[src/rtl/aes_fi_campaign_ctrl.sv]
`default_nettype none
// ============================================================================
// aes_fi_campaign_ctrl -- golden run plus row/column/bit fault sweep of one aes_128 core
// Rev 1.0
// ============================================================================
module aes_fi_campaign_ctrl #(
  parameter int RST_CYCLES = 2,
  parameter int TIMEOUT    = 64,
  parameter int BIT_MAX    = 7
) (
  input  logic         clock,
  input  logic         reset,
  input  logic         start,
  input  logic [127:0] key,
  input  logic [127:0] data,
  input  logic         cfg_mode_FI,
  input  logic [3:0]   cfg_func_FI,
  input  logic [3:0]   cfg_round_FI,
  input  logic [3:0]   cfg_round_stop_FI,
  output logic         busy,
  output logic         campaign_done,
  output logic         campaign_error,
  output logic         core_reset,
  output logic [127:0] core_key,
  output logic [127:0] core_data,
  output logic         core_en_FI,
  output logic         core_mode_FI,
  output logic [3:0]   core_func_FI,
  output logic [3:0]   core_round_FI,
  output logic [3:0]   core_round_stop_FI,
  output logic [1:0]   core_row_FI,
  output logic [1:0]   core_column_FI,
  output logic [3:0]   core_bit_index_FI,
  input  logic [127:0] core_ciphertext,
  input  logic         core_done,
  input  logic         core_fault_detected,
  input  logic [3:0]   core_fault_location,
  output logic         res_valid,
  input  logic         res_ready,
  output logic         res_golden,
  output logic [1:0]   res_row,
  output logic [1:0]   res_column,
  output logic [3:0]   res_bit,
  output logic [127:0] res_ciphertext,
  output logic         res_detected,
  output logic [3:0]   res_location,
  output logic         res_corrupt,
  output logic         res_timeout,
  output logic [8:0]   cnt_detected,
  output logic [8:0]   cnt_silent,
  output logic [8:0]   cnt_masked,
  output logic [8:0]   cnt_timeout
);

  localparam int RCW = (RST_CYCLES > 1) ? $clog2(RST_CYCLES) : 1;
  localparam int TW  = (TIMEOUT > 1) ? $clog2(TIMEOUT) : 1;
  localparam logic [RCW-1:0] C_RST_LAST   = RCW'(RST_CYCLES - 1);
  localparam logic [TW-1:0]  C_TIMER_LAST = TW'(TIMEOUT - 1);
  localparam logic [3:0]     C_BIT_MAX    = 4'(BIT_MAX);
  localparam logic [8:0]     C_CNT_MAX    = 9'd511;

  typedef enum logic [2:0] {
    S_IDLE = 3'd0,
    S_RST  = 3'd1,
    S_RUN  = 3'd2,
    S_EMIT = 3'd3,
    S_NEXT = 3'd4,
    S_DONE = 3'd5
  } state_t;

  state_t         r_state, w_state_nxt;
  logic [127:0]   r_key, r_data, r_ct, r_golden_ct;
  logic           r_mode, r_golden, r_det, r_timeout, r_error;
  logic [3:0]     r_func, r_round, r_stop, r_bit, r_loc;
  logic [1:0]     r_row, r_col;
  logic [RCW-1:0] r_rst_cnt;
  logic [TW-1:0]  r_timer;
  logic [8:0]     r_cnt_det, r_cnt_sil, r_cnt_mask, r_cnt_to;
  logic           w_done_seen, w_timer_exp, w_last, w_corrupt;

  function automatic logic [8:0] sat_inc(input logic [8:0] v);
    return (v == C_CNT_MAX) ? v : v + 9'd1;
  endfunction

  // A done already high on the first RUN cycle is left over from the core's reset release.
  assign w_done_seen = core_done && (r_timer != '0);
  assign w_timer_exp = (r_timer == C_TIMER_LAST);
  assign w_last      = (r_row == 2'd3) && (r_col == 2'd3) && (r_bit == C_BIT_MAX);
  assign w_corrupt   = !r_golden && !r_timeout && (r_ct != r_golden_ct);

  always_ff @(posedge clock) begin
    if (reset) r_state <= S_IDLE;
    else       r_state <= w_state_nxt;
  end

  always_comb begin
    w_state_nxt   = r_state;
    busy          = 1'b0;
    campaign_done = 1'b0;
    core_reset    = 1'b1;
    core_en_FI    = 1'b0;
    res_valid     = 1'b0;
    case (r_state)
      S_IDLE: if (start) w_state_nxt = S_RST;
      S_RST: begin
        busy       = 1'b1;
        core_en_FI = !r_golden;
        if (r_rst_cnt == C_RST_LAST) w_state_nxt = S_RUN;
      end
      S_RUN: begin
        busy       = 1'b1;
        core_reset = 1'b0;
        core_en_FI = !r_golden;
        if (w_done_seen || w_timer_exp) w_state_nxt = S_EMIT;
      end
      S_EMIT: begin
        busy      = 1'b1;
        res_valid = 1'b1;
        if (res_ready) w_state_nxt = (r_golden && r_timeout) ? S_DONE : S_NEXT;
      end
      S_NEXT: begin
        busy        = 1'b1;
        w_state_nxt = (!r_golden && w_last) ? S_DONE : S_RST;
      end
      S_DONE: begin
        campaign_done = 1'b1;
        w_state_nxt   = S_IDLE;
      end
      default: w_state_nxt = S_IDLE;
    endcase
  end

  always_ff @(posedge clock) begin
    if (reset) begin
      r_key       <= '0;
      r_data      <= '0;
      r_mode      <= 1'b0;
      r_func      <= '0;
      r_round     <= '0;
      r_stop      <= '0;
      r_row       <= '0;
      r_col       <= '0;
      r_bit       <= '0;
      r_golden    <= 1'b0;
      r_rst_cnt   <= '0;
      r_timer     <= '0;
      r_ct        <= '0;
      r_golden_ct <= '0;
      r_det       <= 1'b0;
      r_loc       <= '0;
      r_timeout   <= 1'b0;
      r_error     <= 1'b0;
      r_cnt_det   <= '0;
      r_cnt_sil   <= '0;
      r_cnt_mask  <= '0;
      r_cnt_to    <= '0;
    end else begin
      case (r_state)
        S_IDLE: if (start) begin
          r_key      <= key;
          r_data     <= data;
          r_mode     <= cfg_mode_FI;
          r_func     <= cfg_func_FI;
          r_round    <= cfg_round_FI;
          r_stop     <= cfg_round_stop_FI;
          r_row      <= '0;
          r_col      <= '0;
          r_bit      <= '0;
          r_golden   <= 1'b1;
          r_rst_cnt  <= '0;
          r_error    <= 1'b0;
          r_cnt_det  <= '0;
          r_cnt_sil  <= '0;
          r_cnt_mask <= '0;
          r_cnt_to   <= '0;
        end
        S_RST: begin
          r_rst_cnt <= r_rst_cnt + 1'b1;
          r_timer   <= '0;
          r_timeout <= 1'b0;
        end
        S_RUN: begin
          r_rst_cnt <= '0;
          r_timer   <= r_timer + 1'b1;
          if (w_done_seen) begin
            r_ct  <= core_ciphertext;
            r_det <= core_fault_detected;
            r_loc <= core_fault_location;
          end else if (w_timer_exp) begin
            r_timeout <= 1'b1;
            r_ct      <= '0;
            r_det     <= 1'b0;
            r_loc     <= '0;
          end
        end
        S_EMIT: if (res_ready) begin
          if (r_golden) begin
            if (r_timeout) r_error     <= 1'b1;
            else           r_golden_ct <= r_ct;
          end else if (r_timeout)  r_cnt_to   <= sat_inc(r_cnt_to);
          else if (r_det)          r_cnt_det  <= sat_inc(r_cnt_det);
          else if (w_corrupt)      r_cnt_sil  <= sat_inc(r_cnt_sil);
          else                     r_cnt_mask <= sat_inc(r_cnt_mask);
        end
        S_NEXT: begin
          // The golden run occupies coordinate (0,0,0) without consuming it.
          if (r_golden) begin
            r_golden <= 1'b0;
          end else if (r_bit == C_BIT_MAX) begin
            r_bit <= '0;
            r_col <= r_col + 1'b1;
            if (r_col == 2'd3) r_row <= r_row + 1'b1;
          end else begin
            r_bit <= r_bit + 1'b1;
          end
        end
        default: ;
      endcase
    end
  end

  assign campaign_error     = r_error;
  assign core_key           = r_key;
  assign core_data          = r_data;
  assign core_mode_FI       = r_mode;
  assign core_func_FI       = r_func;
  assign core_round_FI      = r_round;
  assign core_round_stop_FI = r_stop;
  assign core_row_FI        = r_row;
  assign core_column_FI     = r_col;
  assign core_bit_index_FI  = r_bit;
  assign res_golden         = r_golden;
  assign res_row            = r_row;
  assign res_column         = r_col;
  assign res_bit            = r_bit;
  assign res_ciphertext     = r_ct;
  assign res_detected       = r_det;
  assign res_location       = r_loc;
  assign res_corrupt        = w_corrupt;
  assign res_timeout        = r_timeout;
  assign cnt_detected       = r_cnt_det;
  assign cnt_silent         = r_cnt_sil;
  assign cnt_masked         = r_cnt_mask;
  assign cnt_timeout        = r_cnt_to;

endmodule
`default_nettype wire
[config.mk]
export PLATFORM = sky130hd
export DESIGN_NAME = aes_fi_campaign_ctrl
export DESIGN_NICKNAME = d
export VERILOG_FILES = /design/src/rtl/aes_fi_campaign_ctrl.sv
export SDC_FILE = /design/constraint.sdc
export NUM_CORES = 1
export LEC_CHECK = 0
export BUFFER_PORTS_ARGS = -buffer_cell sky130_fd_sc_hd__buf_2
export CAP_MARGIN = 10
export CORE_AREA = 2 2 337 339
export CTS_CLUSTER_DIAMETER = 80
export DETAILED_ROUTE_END_ITERATION = 16
export DIE_AREA = 0 0 339 341
export PLACE_DENSITY_LB_ADDON = 0.15
export SYNTH_ARGS = -nofsm -noshare
export SYNTH_HDL_FRONTEND = slang
export SYNTH_SLANG_ARGS = --single-unit
[constraint.sdc]
create_clock -name clock -period 2.25 [get_ports clock]
set_input_delay 0.3375 -clock clock [delete_from_list [all_inputs] [get_ports clock]]
set_output_delay 0.3375 -clock clock [all_outputs]
set_load 0.01 [all_outputs]
Yosys cells after proc, flatten, opt, wreduce, memory -nomap -nowiden
Index checks and enable logic that the tools add are counted.
W data, S select, Z words.
Cells by class
  add/subtract/negate cells: 9
  equal/unequal tests: 35
  mux-type cells: 68
  bitwise logic cells: 1
  reductions and logical operators: 34
Operator list (number)
  $mux W128: 2
  $mux W9: 22
  $ne A128 B128 Y1: 1
  $pmux W9 S2: 4
  $ne A2 B2 Y1 const B: 21
  $add A9 B1 Y9 const B: 4
  $eq A9 B9 Y1 const B: 4
  $mux W4: 5
  $reduce_and A8 Y1: 2
  $mux W1: 15
  $mux W3: 5
  $pmux W3 S5: 1
  $mux W2: 6
  $pmux W6 S2: 1
  $reduce_and A4 Y1: 3
  $reduce_and A5 Y1: 2
  $pmux W2 S2: 2
  $pmux W4 S2: 1
  $reduce_and A2 Y1: 4
  $reduce_bool A2 Y1: 4
  $logic_and A1 B1 Y1: 7
  $reduce_and A7 Y1: 1
  $add A6 B1 Y6 const B: 1
  $eq A3 B2 Y1 const B: 2
  other kinds (20): 27
Storage, ports and cells
  register bits after elaboration: 587
  input bits: 407
  output and inout port bits: 463
  word-level logic and storage cells: 170

Longest topological paths before layout
Gate-level depths: netlist (run 1).
  depth after elaboration: 9
  gate-level depth with buffers: 11
  depth with buffers taken out: 11

Worst setup path before layout (run 1)
Ideal clock, no wire load.
  path type: reg2reg
  from: reg r_cnt_det[0], in the netlist cnt_detected[0]
  to: reg r_cnt_det[7], in the netlist cnt_detected[7]
  setup time: 71 ps
  arrival: 2356 ps
  required time: 2179 ps
  setup slack: -177 ps
  stages on the path, launching flop included: 10
  buffers on the path: 0
  clock period less this slack: 2427 ps
  cell sequence: dfxtp_1 > ha_1 > nand3_1 > nor2_1 > ha_1 > or4b_1 > a21oi_1 > nand4_1 > or3_1 > a21oi_1
On the way
  longest elaborated chain between the ends: 7
  elaborated cells between the ends (all ways): 10
  those cells by class: add/sub: 1; eq/ne: 2; mux: 6; reduce/logical: 1
RTL lines
  from (decl): line 78  | logic [8:0] r_cnt_det, r_cnt_sil, r_cnt_mask, r_cnt_to;
  from (signal assigned): line 201  | else if (r_det) r_cnt_det <= sat_inc(r_cnt_det);
  $add A9 B1 Y9: line 82  | return (v == C_CNT_MAX) ? v : v + 9'd1;
  $mux W9: line 82
  $mux W9: line 201
  $mux W9: line 200  | end else if (r_timeout) r_cnt_to <= sat_inc(r_cnt_to);
  $mux W9: line 197  | if (r_golden) begin
  $mux W9: line 196  | S_EMIT: if (res_ready) begin
  $pmux W9 S2: line 158  | case (r_state)
Several ways; a longest one is shown, not always the timed one. The select of a mux whose other input is x is not followed.
A chain may end at the register's enable or synchronous reset.

Final worst setup path (run 1)
  from: reg r_golden_ct[13]
  to: out res_corrupt
On the way
  longest elaborated chain between the ends: 2
RTL lines
  from (decl): line 72  | logic [127:0] r_key, r_data, r_ct, r_golden_ct;
  from (signal assigned): line 199  | else r_golden_ct <= r_ct;
  $ne A128 B128 Y1: line 89  | assign w_corrupt = !r_golden && !r_timeout && (r_ct != r_golden_ct);
  $logic_and A1 B1 Y1: line 89
  to (decl): line 47  | output logic res_corrupt,
Every way passes these cells.

==> impl_metrics.sql, run 1 <==
INSERT INTO impl_metrics (metric_group, metric, value, unit) VALUES
('run_status', 'outcome', 'complete, but fails checks', ''),
('run_status', 'failing_checks', 'negative setup slack', ''),
('synthesis', 'synth_top_family_by_area', 'simple AND/OR/NAND/NOR gates', ''),
('floorplanning', 'floorplan.io_pins', '870', ''),
('synthesis', 'synth_enable_flop_cells', '0', ''),
('timing', 'final.setup.tns', '-3.34', 'ns'),
('timing', 'finalClockSkew', '0.0359', 'ns'),
('place', 'place.detailed.hpwl', '82400', 'um'),
('power_and_ir_drop', 'fin_total_pwr', '27.3', 'mW'),
('timing', 'finalCritPeriodShare', '133', '%'),
('timing', 'achievable-frequency', '0.335', 'GHz'),
('finish', 'layout.cells.most_common', 'buf_2', ''),
('floorplanning', 'number_of_rows_in_the_core_area', '123', ''),
('synthesis', 'synth.area.mux_share', '0.278', '%'),
('synthesis', 'synth.yosys.seq_area_share', '53.3', '%'),
('place', 'numPortBuffers', '869', ''),
('timing', 'unrepaired_setup_endpoints_after_global_routing', 'yes', ''),
('timing', 'max_slew.worst_pin.slew', '0.926', 'ns'),
('finish', 'synthToLayoutAreaGrowth', '69.4', '%'),
('clocking', 'numCtsBuffers', '77', ''),
('timing', 'max_slew_margin', '38.3', '%'),
('floorplanning', 'die_width', '339', 'um'),
('synthesis', 'postSynthCellCount', '2693', ''),
('finish', 'multi_input_area', '10000', 'sq um'),
('timing', 'setup_viol', '19', ''),
('setup_path', 'worst_setup_path_end_kind', 'primary output', ''),
('finish', 'finish.utilization', '33.4', '%'),
('route', 'vias_per_cell', '4.19', ''),
('route', 'final_routed_wirelength', '111000', 'um'),
('route', 'drt_first_iter_violations', '1230', ''),
('run', 'cap_viol_max_count', '0', ''),
('place', 'place_congestion', '0.857', ''),
('global_routing', 'via_count_of_the_first_global_routing_pass', '23700', ''),
('power_and_ir_drop', 'power.static_leakage', '17.3', 'nW'),
('global_routing', 'grt_overflow', '0', ''),
('global_routing', 'grtUsageTotal', '18.3', '%'),
('finish', 'layout.cell_area.non_filler', '37400', 'sq um'),
('synthesis', 'yosys_register_bits', '587', ''),
('synthesis', 'post_synth_instance_area', '22100', 'sq um'),
('timing', 'finalHoldViolCount', '0', ''),
('clocking', 'clk-insertion-delay-late', '0.65', 'ns'),
('finish', 'ff_latch_area', '11800', 'sq um'),
('route', 'drcViolationCount', '0', ''),
('power_and_ir_drop', 'pwr_density_cell', '729', 'nW/um^2'),
('place', 'placed_area', '30200', 'sq um'),
('finish', 'final_layout_size_suffix_gt1_share', '34.0', '%'),
('global_routing', 'grt_start_max_net_pins', '158', ''),
('floorplanning', 'design.core.area', '112000', 'sq um'),
('hold_path', 'hold_path_startpoint', 'core_ciphertext[64]', ''),
('timing', 'post-route-min-period', '2.98', 'ns'),
('timing', 'finalWorstSetupSlack', '-0.734', 'ns'),
('setup_path', 'timing_worst_setup_path_type', 'reg2out', ''),
('finish', 'nets', '4571', ''),
('setup_path', 'required_time_worst_endpoint', '1.91', 'ns'),
('floorplanning', 'die-height', '341', 'um'),
('clocking', 'clock_tree.root_cell', 'clkbuf_16', ''),
('setup_path', 'critPathArrivalTime', '2.65', 'ns'),
('clocking', 'cts.clk_slew.worst_paths', '0.06', 'ns'),
('timing', 'timing.final.max_slew_violations', '0', ''),
('power_and_ir_drop', 'vdd.ir_drop.worst', '0.000516', 'V'),
('route', 'drt_pass1_iterations', '5', ''),
('synthesis', 'synth-compound-area-share', '15.5', '%'),
('route', 'vias', '23900', ''),
('route', 'detail-route-antenna-nets', '0', ''),
('clocking', 'clk_path_buf_depth', '3', ''),
('floorplanning', 'design.die.area', '116000', 'sq um'),
('synthesis', 'synth-async-reset-ratio', '0', '%'),
('synthesis', 'dominantRegCellSynth', 'dfxtp_1', ''),
('finish', 'layout.filler_cells', '12000', ''),
('synthesis', 'post_synthesis_simple_gate_area_fraction', '20.9', '%'),
('hold_path', 'hp-class', 'in2reg', '');
power by group:
part | total (mW) | internal, mW | leakage (nW) | switching [mW]
Combinational | 3.66 | 1.60 | 11.2 | 2.07
Sequential | 11.0 | 10.8 | 4.78 | 0.215
Clock | 12.5 | 7.46 | 1.27 | 5.09
Total | 27.3 | 19.9 | 17.3 | 7.37
stage by stage:
step                      hold slack, ns  setup slack, ns  cells
after floorplan                    0.448          -0.0411   2693
after global placement             0.439           -0.645   5180
after detailed placement           0.443           -0.636   5180
after CTS                        0.00181           -0.911   5707
after global routing              0.0238           -0.892   5715
final                             0.0404           -0.734   5716
final timing paths:
kind / end / slack [ns] / cells after the start
worst max-delay path: res_corrupt / -0.73 / 8
worst min-delay path: res_ciphertext[64] / 0.04 / 3
worst max register to register: cnt_silent[3] / -0.23 / 9
worst min register to register: core_data[67] / 0.45 / 2
sequential cells by signal, summed over array words and instances (netlist names), 2 cells and up:
signal	flops
core_bit_index_FI	4
core_round_FI	4
core_func_FI	4
core_column_FI	2
res_location	4
cnt_silent	9
cnt_detected	9
cnt_timeout	9
r_timer	6
core_data	128
r_state	3
core_round_stop_FI	4
cnt_masked	9
core_row_FI	2
r_golden_ct	128
core_key	128
res_ciphertext	128
cell usage after synthesis, types with 3 or more instances:
| library cell | count | area [sq um] |
|---|---|---|
| buf_1 | 3 | 11.3 |
| or3_1 | 6 | 37.5 |
| nand3_1 | 28 | 140 |
| a221o_1 | 5 | 50.1 |
| mux2i_1 | 5 | 50.1 |
| o22ai_1 | 3 | 18.8 |
| a22oi_1 | 138 | 1040 |
| xor2_1 | 136 | 1190 |
| buf_2 | 17 | 85.1 |
| o21ai_0 | 18 | 90.1 |
| and3_1 | 15 | 93.8 |
| a21oi_1 | 419 | 2100 |
| nand2b_1 | 8 | 50.1 |
| inv_1 | 10 | 37.5 |
| nor3_1 | 17 | 85.1 |
| or2_2 | 3 | 18.8 |
| dfxtp_1 | 587 | 11800 |
| clkbuf_1 | 168 | 631 |
| nor2_1 | 180 | 676 |
| ha_1 | 13 | 163 |
| o21ai_1 | 4 | 20.0 |
| nand2_1 | 820 | 3080 |
| xnor2_1 | 3 | 26.3 |
| nor4_1 | 35 | 219 |
| buf_4 | 8 | 60.1 |
| nand4_1 | 15 | 93.8 |
cell families (layout without fill, tap and decap cells):
group	Yosys count	after routing
compound gates	600	600
xor+xnor	139	139
fa+ha+maj	13	13
buf+inv	207	1727
flops	587	587
mux	6	6
other cells	0	3
simple gates	1141	1141
final cells by class:
class | instances | share of cell area [%]
Sequential cell | 587 | 31.5
Timing Repair Buffer | 1575 | 29.7
Multi-Input combinational cell | 1899 | 26.8
Clock buffer | 117 | 6.15
Tap cell | 1500 | 5.02
Clock inverter | 24 | 0.750
Inverter | 11 | 0.124
Antenna cell | 3 | 0.0201
layer usage:
metal,track usage (%),vias to the layer above,wire length [um]
met5,0,-,157
met4,5.81,24,3020
met3,5.13,168,7030
met2,31.3,631,54300
met1,22.2,11200,46600
li1,-,11900,-
critical path, stage by stage, from the launching register on:
cell     delay, ns
dfxtp_1       0.33
xor2_2        0.23
nor4_4        0.34
nand4_1       0.22
nor4_4        0.38
buf_6         0.16
and2_4        0.16
nor3_4        0.04
buf_6         0.13
what timing repair did:
item	in CTS	in global routing
cloned	4	1
endpoints found under the setup margin	92	87
setup buffers	18	7
hold endpoints to repair	373	0
gates resized for setup	96	53
pin swaps	18	26
hold buffers	366	0
No activity file was read; power rests on OpenSTA's default activity.
==> run 2, diff against run 1 <==
- CTS_BUF_LIST: not set -> sky130_fd_sc_hd__clkbuf_4 sky130_fd_sc_hd__clkbuf_8 sky130_fd_sc_hd__clkbuf_16
==> run 2 against run 1 <==
Compared with the run above: the flow still finishes with violations (negative setup slack); worst setup slack gained 0.015 ns; clock skew is essentially flat; power grew 0.83%; cell count shrank 0.12%; sequential share of layout area grew 0.095 points; largest power group unchanged.
==> impl_metrics.sql, run 2 (synthesis results as in run 1) <==
INSERT INTO impl_metrics (metric_group, metric, value, unit) VALUES
('route', 'vias', '23900', ''),
('clocking', 'clock_sink_count', '587', ''),
('power_and_ir_drop', 'clock_network_fraction_of_total_power', '46.5', '%'),
('place', 'preCtsSetupSlack', '-0.636', 'ns'),
('setup_path', 'worst_setup_path_end_kind', 'primary output', ''),
('place', 'place.detailed.hpwl', '82400', 'um'),
('place', 'place_congestion', '0.857', ''),
('global_routing', 'antenna_found_initial', '16', ''),
('clocking', 'htree_levels', '3', ''),
('route', 'drcViolationCount', '0', ''),
('run_status', 'outcome', 'complete, but fails checks', ''),
('run_status', 'failing_checks', 'negative setup slack', ''),
('global_routing', 'grtUsageTotal', '18.2', '%'),
('clocking', 'clk-insertion-delay-late', '0.65', 'ns'),
('finish', 'leading_cell_types_in_the_layout_fill_and_taps_excluded', 'buf_2, nand2_1, dfxtp_1, a21oi_1, dlygate4sd3_1', ''),
('route', 'drt_first_iter_violations', '1206', ''),
('global_routing', 'via_count_of_the_first_global_routing_pass', '23600', ''),
('route', 'detail-route-antenna-nets', '0', ''),
('power_and_ir_drop', 'power.static_leakage', '17.3', 'nW'),
('floorplanning', 'die-height', '341', 'um'),
('power_and_ir_drop', 'fin_total_pwr', '27.5', 'mW'),
('timing', 'achievable-frequency', '0.337', 'GHz'),
('setup_path', 'critical_path_peak_fanout', '2', ''),
('clocking', 'tritoncts', 'built', ''),
('timing', 'finalClockSkew', '0.0361', 'ns'),
('clocking', 'clk_path_buf_depth', '3', ''),
('finish', 'layout.cell_area.non_filler', '37300', 'sq um'),
('global_routing', 'grt_start_max_net_pins', '158', ''),
('floorplanning', 'starting_density_of_the_core', '19.7', '%'),
('floorplanning', 'design.core.area', '112000', 'sq um'),
('hold_path', 'hp-class', 'in2reg', ''),
('clocking', 'clock_tree.root_cell', 'clkbuf_16', ''),
('timing', 'finalHoldViolCount', '0', ''),
('setup_path', 'timing_worst_setup_path_type', 'reg2out', ''),
('place', 'placed_area', '30200', 'sq um'),
('route', 'vias_per_cell', '4.18', ''),
('floorplanning', 'number_of_rows_in_the_core_area', '123', ''),
('route', 'final_routed_wirelength', '110000', 'um'),
('power_and_ir_drop', 'comb_power_share', '13.3', '%'),
('clocking', 'cts.clk_slew.worst_paths', '0.06', 'ns'),
('floorplanning', 'die_width', '339', 'um'),
('setup_path', 'critPathArrivalTime', '2.63', 'ns'),
('power_and_ir_drop', 'cell_internal_power', '20.1', 'mW'),
('finish', 'layout.cells.most_common', 'buf_2', ''),
('timing', 'unrepaired_setup_endpoints_after_global_routing', 'yes', ''),
('timing', 'finalWorstSetupSlack', '-0.720', 'ns'),
('finish', 'final_layout_size_suffix_gt1_share', '34.1', '%'),
('setup_path', 'start_kind', 'flip-flop', ''),
('power_and_ir_drop', 'vdd.ir_drop.worst', '0.000515', 'V'),
('setup_path', 'required_time_worst_endpoint', '1.91', 'ns'),
('timing', 'post-route-min-period', '2.97', 'ns'),
('power_and_ir_drop', 'pwr_density_cell', '738', 'nW/um^2'),
('timing', 'max_slew_margin', '37.7', '%'),
('floorplanning', 'floorplan.io_pins', '870', ''),
('finish', 'layout.filler_cells', '12000', ''),
('finish', 'nets', '4563', ''),
('global_routing', 'grt_overflow', '0', ''),
('clocking', 'numCtsBuffers', '77', ''),
('floorplanning', 'design.die.area', '116000', 'sq um'),
('power_and_ir_drop', 'power_switching_share', '26.8', '%'),
('timing', 'setup_viol', '19', ''),
('run', 'cap_viol_max_count', '0', ''),
('place', 'numPortBuffers', '869', ''),
('power_and_ir_drop', 'total_switching_power', '7.37', 'mW'),
('route', 'drt_pass1_iterations', '5', ''),
('global_routing', 'grt_pass1_wl', '158000', 'um'),
('route', 'wl_per_cell', '19.3', 'um'),
('power_and_ir_drop', 'power.sequential.fraction', '40.2', '%'),
('timing', 'max_slew.worst_pin.slew', '0.934', 'ns'),
('timing', 'timing.final.max_slew_violations', '0', ''),
('timing', 'finalCritPeriodShare', '132', '%'),
('finish', 'synthToLayoutAreaGrowth', '68.9', '%');
run 2: changes by cell type in the layout (fill, tap and decap cells not counted), moves of 2 or more:
| cell | delta |
|---|---|
| a22oi_1 | +12 |
| clkbuf_4 | +19 |
| buf_4 | -5 |
| clkbuf_1 | -19 |
| bufbuf_16 | -2 |
| a22oi_2 | -12 |
run 2: layer usage:
layer | vias to the layer above | track usage, % | part of all wire, %
li1 | 11900 | - | -
met1 | 11200 | 22.1 | 42
met2 | 593 | 31.1 | 49
met3 | 157 | 5.03 | 6.3
met4 | 24 | 5.60 | 2.6
met5 | - | 0 | 0.14
run 2: worst max-delay path: stages, from the launching register on:
cell	delay [ns]
dfxtp_1	0.33
xor2_2	0.23
nor4_4	0.33
nand4_1	0.22
nor4_4	0.38
buf_6	0.16
and2_4	0.16
nor3_4	0.04
buf_6	0.13
run 2: power groups by stage:
stage	Combinational (mW)	Clock, mW	Sequential, mW
finish	3.66	12.8	11.0
global route	3.97	13.6	11.1
CTS	3.67	13.2	11.0
detailed placement	3.05	0	11.3
global placement	3.06	0	11.3
floorplan	1.16	0	11.5
run 2: worst paths after layout:
path                             from            endpoint  slack, ns  depth (start not counted)
setup / recovery      r_golden_ct[13]         res_corrupt      -0.72                          8
hold / removal    core_ciphertext[64]  res_ciphertext[64]       0.04                          3
hold reg to reg         core_data[67]       core_data[67]       0.45                          2
setup reg to reg      r_golden_ct[13]       cnt_silent[4]      -0.20                          9
run 2: final cells by class:
cell class | instances | area, sq um | area share [%]
clock buffers | 117 | 2370 | 6.36
inverters | 11 | 46.3 | 0.124
flip-flops and latches | 587 | 11800 | 31.6
diodes | 4 | 10.0 | 0.0269
repair buffers | 1567 | 11000 | 29.4
clock inverters | 24 | 280 | 0.752
multi-input cells | 1899 | 9940 | 26.7
well taps | 1500 | 1880 | 5.04
run 2: stage by stage:
step                hold WS [ns]  util, %  std cells  setup TNS (ns)
detailed placement         0.443     27.0       5180          -15.70
global route              0.0235     33.3       5707           -6.18
CTS                      0.00181     33.1       5702           -6.18
global placement           0.439     27.0       5180          -14.90
floorplan                  0.448        -       2693          -0.255
finish                    0.0352     33.3       5709           -3.07
run 2: timing repair:
| item | 4_1_cts | 5_1_grt |
|---|---|---|
| hold endpoints to repair | 373 | 0 |
| gates cloned | 2 | 0 |
| buffers inserted | 16 | 5 |
| hold buffers | 366 | 0 |
| gates resized for setup | 96 | 39 |
| endpoints found under the setup margin | 93 | 141 |
| pin swaps | 18 | 24 |
==> run 3, diff against run 2 <==
- BUFFER_PORTS_ARGS: -buffer_cell sky130_fd_sc_hd__buf_2 -> not set
- DONT_BUFFER_PORTS: not set -> 1
- REMOVE_ABC_BUFFERS: not set -> 1
==> run 3 against run 2 <==
Compared with the run above: the run ends with negative hold slack, negative setup slack left; global-route usage is 2.5 points lower; routed wire length is 7.4% lower; largest cell class unchanged; via count down 9.9%; sequential share of layout area grew 3.3 points; critical path depth decreased by 1; cell count down 14%; combinational power is 26% lower; clock power is essentially flat.
==> impl_metrics.sql, run 3 (synthesis results as in run 1) <==
INSERT INTO impl_metrics (metric_group, metric, value, unit) VALUES
('run_status', 'outcome', 'complete, but fails checks', ''),
('run_status', 'failing_checks', 'negative hold slack, negative setup slack', ''),
('timing', 'timing.final.max_slew_violations', '0', ''),
('timing', 'finalCritPeriodShare', '128', '%'),
('clocking', 'clock_tree.root_cell', 'clkbuf_16', ''),
('clocking', 'tritoncts', 'built', ''),
('global_routing', 'grt_peak_use_layer', 'met2', ''),
('finish', 'nets', '3767', ''),
('timing', 'hold_slack', '-0.00131', 'ns'),
('global_routing', 'grtUsageTotal', '15.7', '%'),
('place', 'placed_area', '25700', 'sq um'),
('route', 'drt_first_iter_violations', '1239', ''),
('power_and_ir_drop', 'pwr_density_cell', '798', 'nW/um^2'),
('setup_path', 'critical_path.slowest_cell', 'nor4_2', ''),
('timing', 'post-route-min-period', '2.89', 'ns'),
('place', 'placed_cells_incl_taps', '4290', ''),
('setup_path', 'critPathArrivalTime', '2.55', 'ns'),
('timing', 'finalWorstSetupSlack', '-0.640', 'ns'),
('setup_path', 'reg2reg_depth', '10', ''),
('setup_path', 'rrSetupSlack', '-0.33', 'ns'),
('timing', 'setup_viol', '19', ''),
('setup_path', 'crit_path_end', 'res_corrupt', ''),
('finish', 'finalNonFillerCells', '4911', ''),
('global_routing', 'groute.layer.met1.usage', '18.7', '%'),
('route', 'vias_per_cell', '4.38', ''),
('finish', 'layout.cell_area.non_filler', '33700', 'sq um'),
('clocking', 'numCtsBuffers', '77', ''),
('setup_path', 'start_kind', 'flip-flop', ''),
('route', 'vias', '21500', ''),
('power_and_ir_drop', 'vdd.ir_drop.worst', '0.000564', 'V'),
('global_routing', 'grt_pass1_wl', '138000', 'um'),
('floorplanning', 'floorplan.io_pins', '870', ''),
('route', 'wl_per_cell', '20.8', 'um'),
('setup_path', 'timing_worst_setup_path_type', 'reg2out', ''),
('floorplanning', 'number_of_rows_in_the_core_area', '123', ''),
('finish', 'leading_cell_types_in_the_layout_fill_and_taps_excluded', 'nand2_1, dfxtp_1, dlygate4sd3_1, a21oi_1, buf_4', ''),
('global_routing', 'use_met2', '25.7', '%'),
('setup_path', 'required_time_worst_endpoint', '1.91', 'ns'),
('route', 'drt_pass1_iterations', '8', ''),
('setup_path', 'critical_path.top_delay_family', 'simple AND/OR/NAND/NOR gates', ''),
('floorplanning', 'design.core.area', '112000', 'sq um'),
('setup_path', 'critPathBufInv', '1', ''),
('place', 'place_congestion', '0.796', ''),
('route', 'final_routed_wirelength', '102000', 'um'),
('setup_path', 'cp_num_cells', '7', ''),
('clocking', 'htree_levels', '3', ''),
('place', 'numPortBuffers', '0', ''),
('clocking', 'cts.clk_slew.worst_paths', '0.06', 'ns'),
('run', 'cap_viol_max_count', '0', ''),
('setup_path', 'reg2reg_to', 'cnt_masked[7]', ''),
('route', 'drcViolationCount', '0', ''),
('timing', 'max_slew.worst_pin.slew', '1.17', 'ns'),
('clocking', 'clk-insertion-delay-late', '0.64', 'ns'),
('timing', 'unrepaired_setup_endpoints_after_global_routing', 'yes', ''),
('timing', 'finalClockSkew', '0.0293', 'ns'),
('floorplanning', 'starting_density_of_the_core', '19.7', '%'),
('timing', 'achievable-frequency', '0.346', 'GHz'),
('setup_path', 'worst_setup_path_end_kind', 'primary output', ''),
('global_routing', 'grt_overflow', '0', ''),
('timing', 'max_slew_margin', '21.7', '%'),
('finish', 'synthToLayoutAreaGrowth', '52.7', '%'),
('place', 'place.detailed.hpwl', '68200', 'um'),
('floorplanning', 'die-height', '341', 'um'),
('timing', 'final.setup.tns', '-4.97', 'ns'),
('timing', 'finalHoldViolCount', '1', ''),
('floorplanning', 'design.die.area', '116000', 'sq um'),
('setup_path', 'cp_cell_sequence', 'xor2_1 -> nor4_2 -> nand4_1 -> nor4_4 -> buf_6 -> and2_4 -> nor3_2', ''),
('finish', 'final_layout_size_suffix_gt1_share', '16.2', '%'),
('global_routing', 'globalRouteMet3Util', '5.33', '%'),
('clocking', 'clock_sink_count', '587', ''),
('finish', 'layout.filler_cells', '12100', ''),
('route', 'detail-route-antenna-nets', '0', ''),
('setup_path', 'critPathLaunch', 'res_ciphertext[8]', ''),
('setup_path', 'worst_r2r_src', 'res_ciphertext[8]', ''),
('setup_path', 'worst_path_largest_cell_delay', '0.36', 'ns'),
('floorplanning', 'die_width', '339', 'um'),
('hold_path', 'hp-class', 'in2reg', ''),
('finish', 'ff_latch_area', '11800', 'sq um'),
('clocking', 'clk_path_buf_depth', '3', ''),
('finish', 'multi_input_area', '9830', 'sq um'),
('global_routing', 'grt_start_max_net_pins', '561', ''),
('power_and_ir_drop', 'power.static_leakage', '13.6', 'nW'),
('setup_path', 'critical_path_peak_fanout', '2', ''),
('finish', 'layout.cells.most_common', 'nand2_1', ''),
('global_routing', 'antenna_found_initial', '14', ''),
('global_routing', 'via_count_of_the_first_global_routing_pass', '21000', '');
## run 3: worst min path at each step
stage	start	to	slack, ns	depth (start not counted)
global route	core_ciphertext[93]	res_ciphertext[93]	0.004	3
global placement	reset	res_location[3]	0.44	1
CTS	reset	res_location[2]	-0.27	1
finish	core_ciphertext[93]	res_ciphertext[93]	-0.001	3
detailed placement	reset	res_location[2]	0.44	1
floorplan	reset	cnt_detected[1]	0.41	1
## run 3: cell type report
| type | instances | area share, % |
|---|---|---|
| sequential | 587 | 34.9 |
| multi-input combinational | 1899 | 29.2 |
| timing repair buffer | 771 | 22.3 |
| clock buffer | 117 | 7.02 |
| tap | 1500 | 5.57 |
| clock inverter | 22 | 0.802 |
| inverter | 11 | 0.134 |
| antenna | 4 | 0.0297 |
## run 3: per-stage QoR
step	utilization, %	worst slack (ns)	power, mW
2_1_floorplan	-	-8.70	12.7
3_3_place_gp	23.0	-0.405	13.3
3_5_place_dp	23.0	-0.444	13.3
4_1_cts	28.9	-0.740	26.8
5_1_grt	30.1	-0.758	28.0
6_report	30.1	-0.640	26.9
## run 3: worst register-to-register path, delay by kind of cell, from the launching register on
kind	cells	cell delay (ns)
xor+xnor	1	0.16
buf+inv	3	0.39
simple gates	5	1.57
compound gates	1	0.08
flops	1	0.31
## run 3: report_power, final
| group | total (mW) | leakage [nW] | internal (mW) | switching (mW) |
|---|---|---|---|---|
| clock | 12.7 | 1.33 | 7.67 | 5.04 |
| combinational | 2.70 | 7.52 | 1.24 | 1.46 |
| sequential | 11.5 | 4.78 | 10.8 | 0.626 |
## run 3: repair_timing
action                                  4_1_cts  5_1_grt
gates cloned                                  3        7
hold endpoints to repair                    557       90
resized for setup                            32       64
endpoints found under the setup margin       84       52
buffers inserted                              7       25
hold buffers                                367       71
pin swaps                                     8       23
## run 3: routing by layer
layer	share of wire [%]	vias to the layer above
met1	41	10300
met4	3.5	14
met3	7.7	186
met2	47	699
li1	-	10300
met5	0.083	-
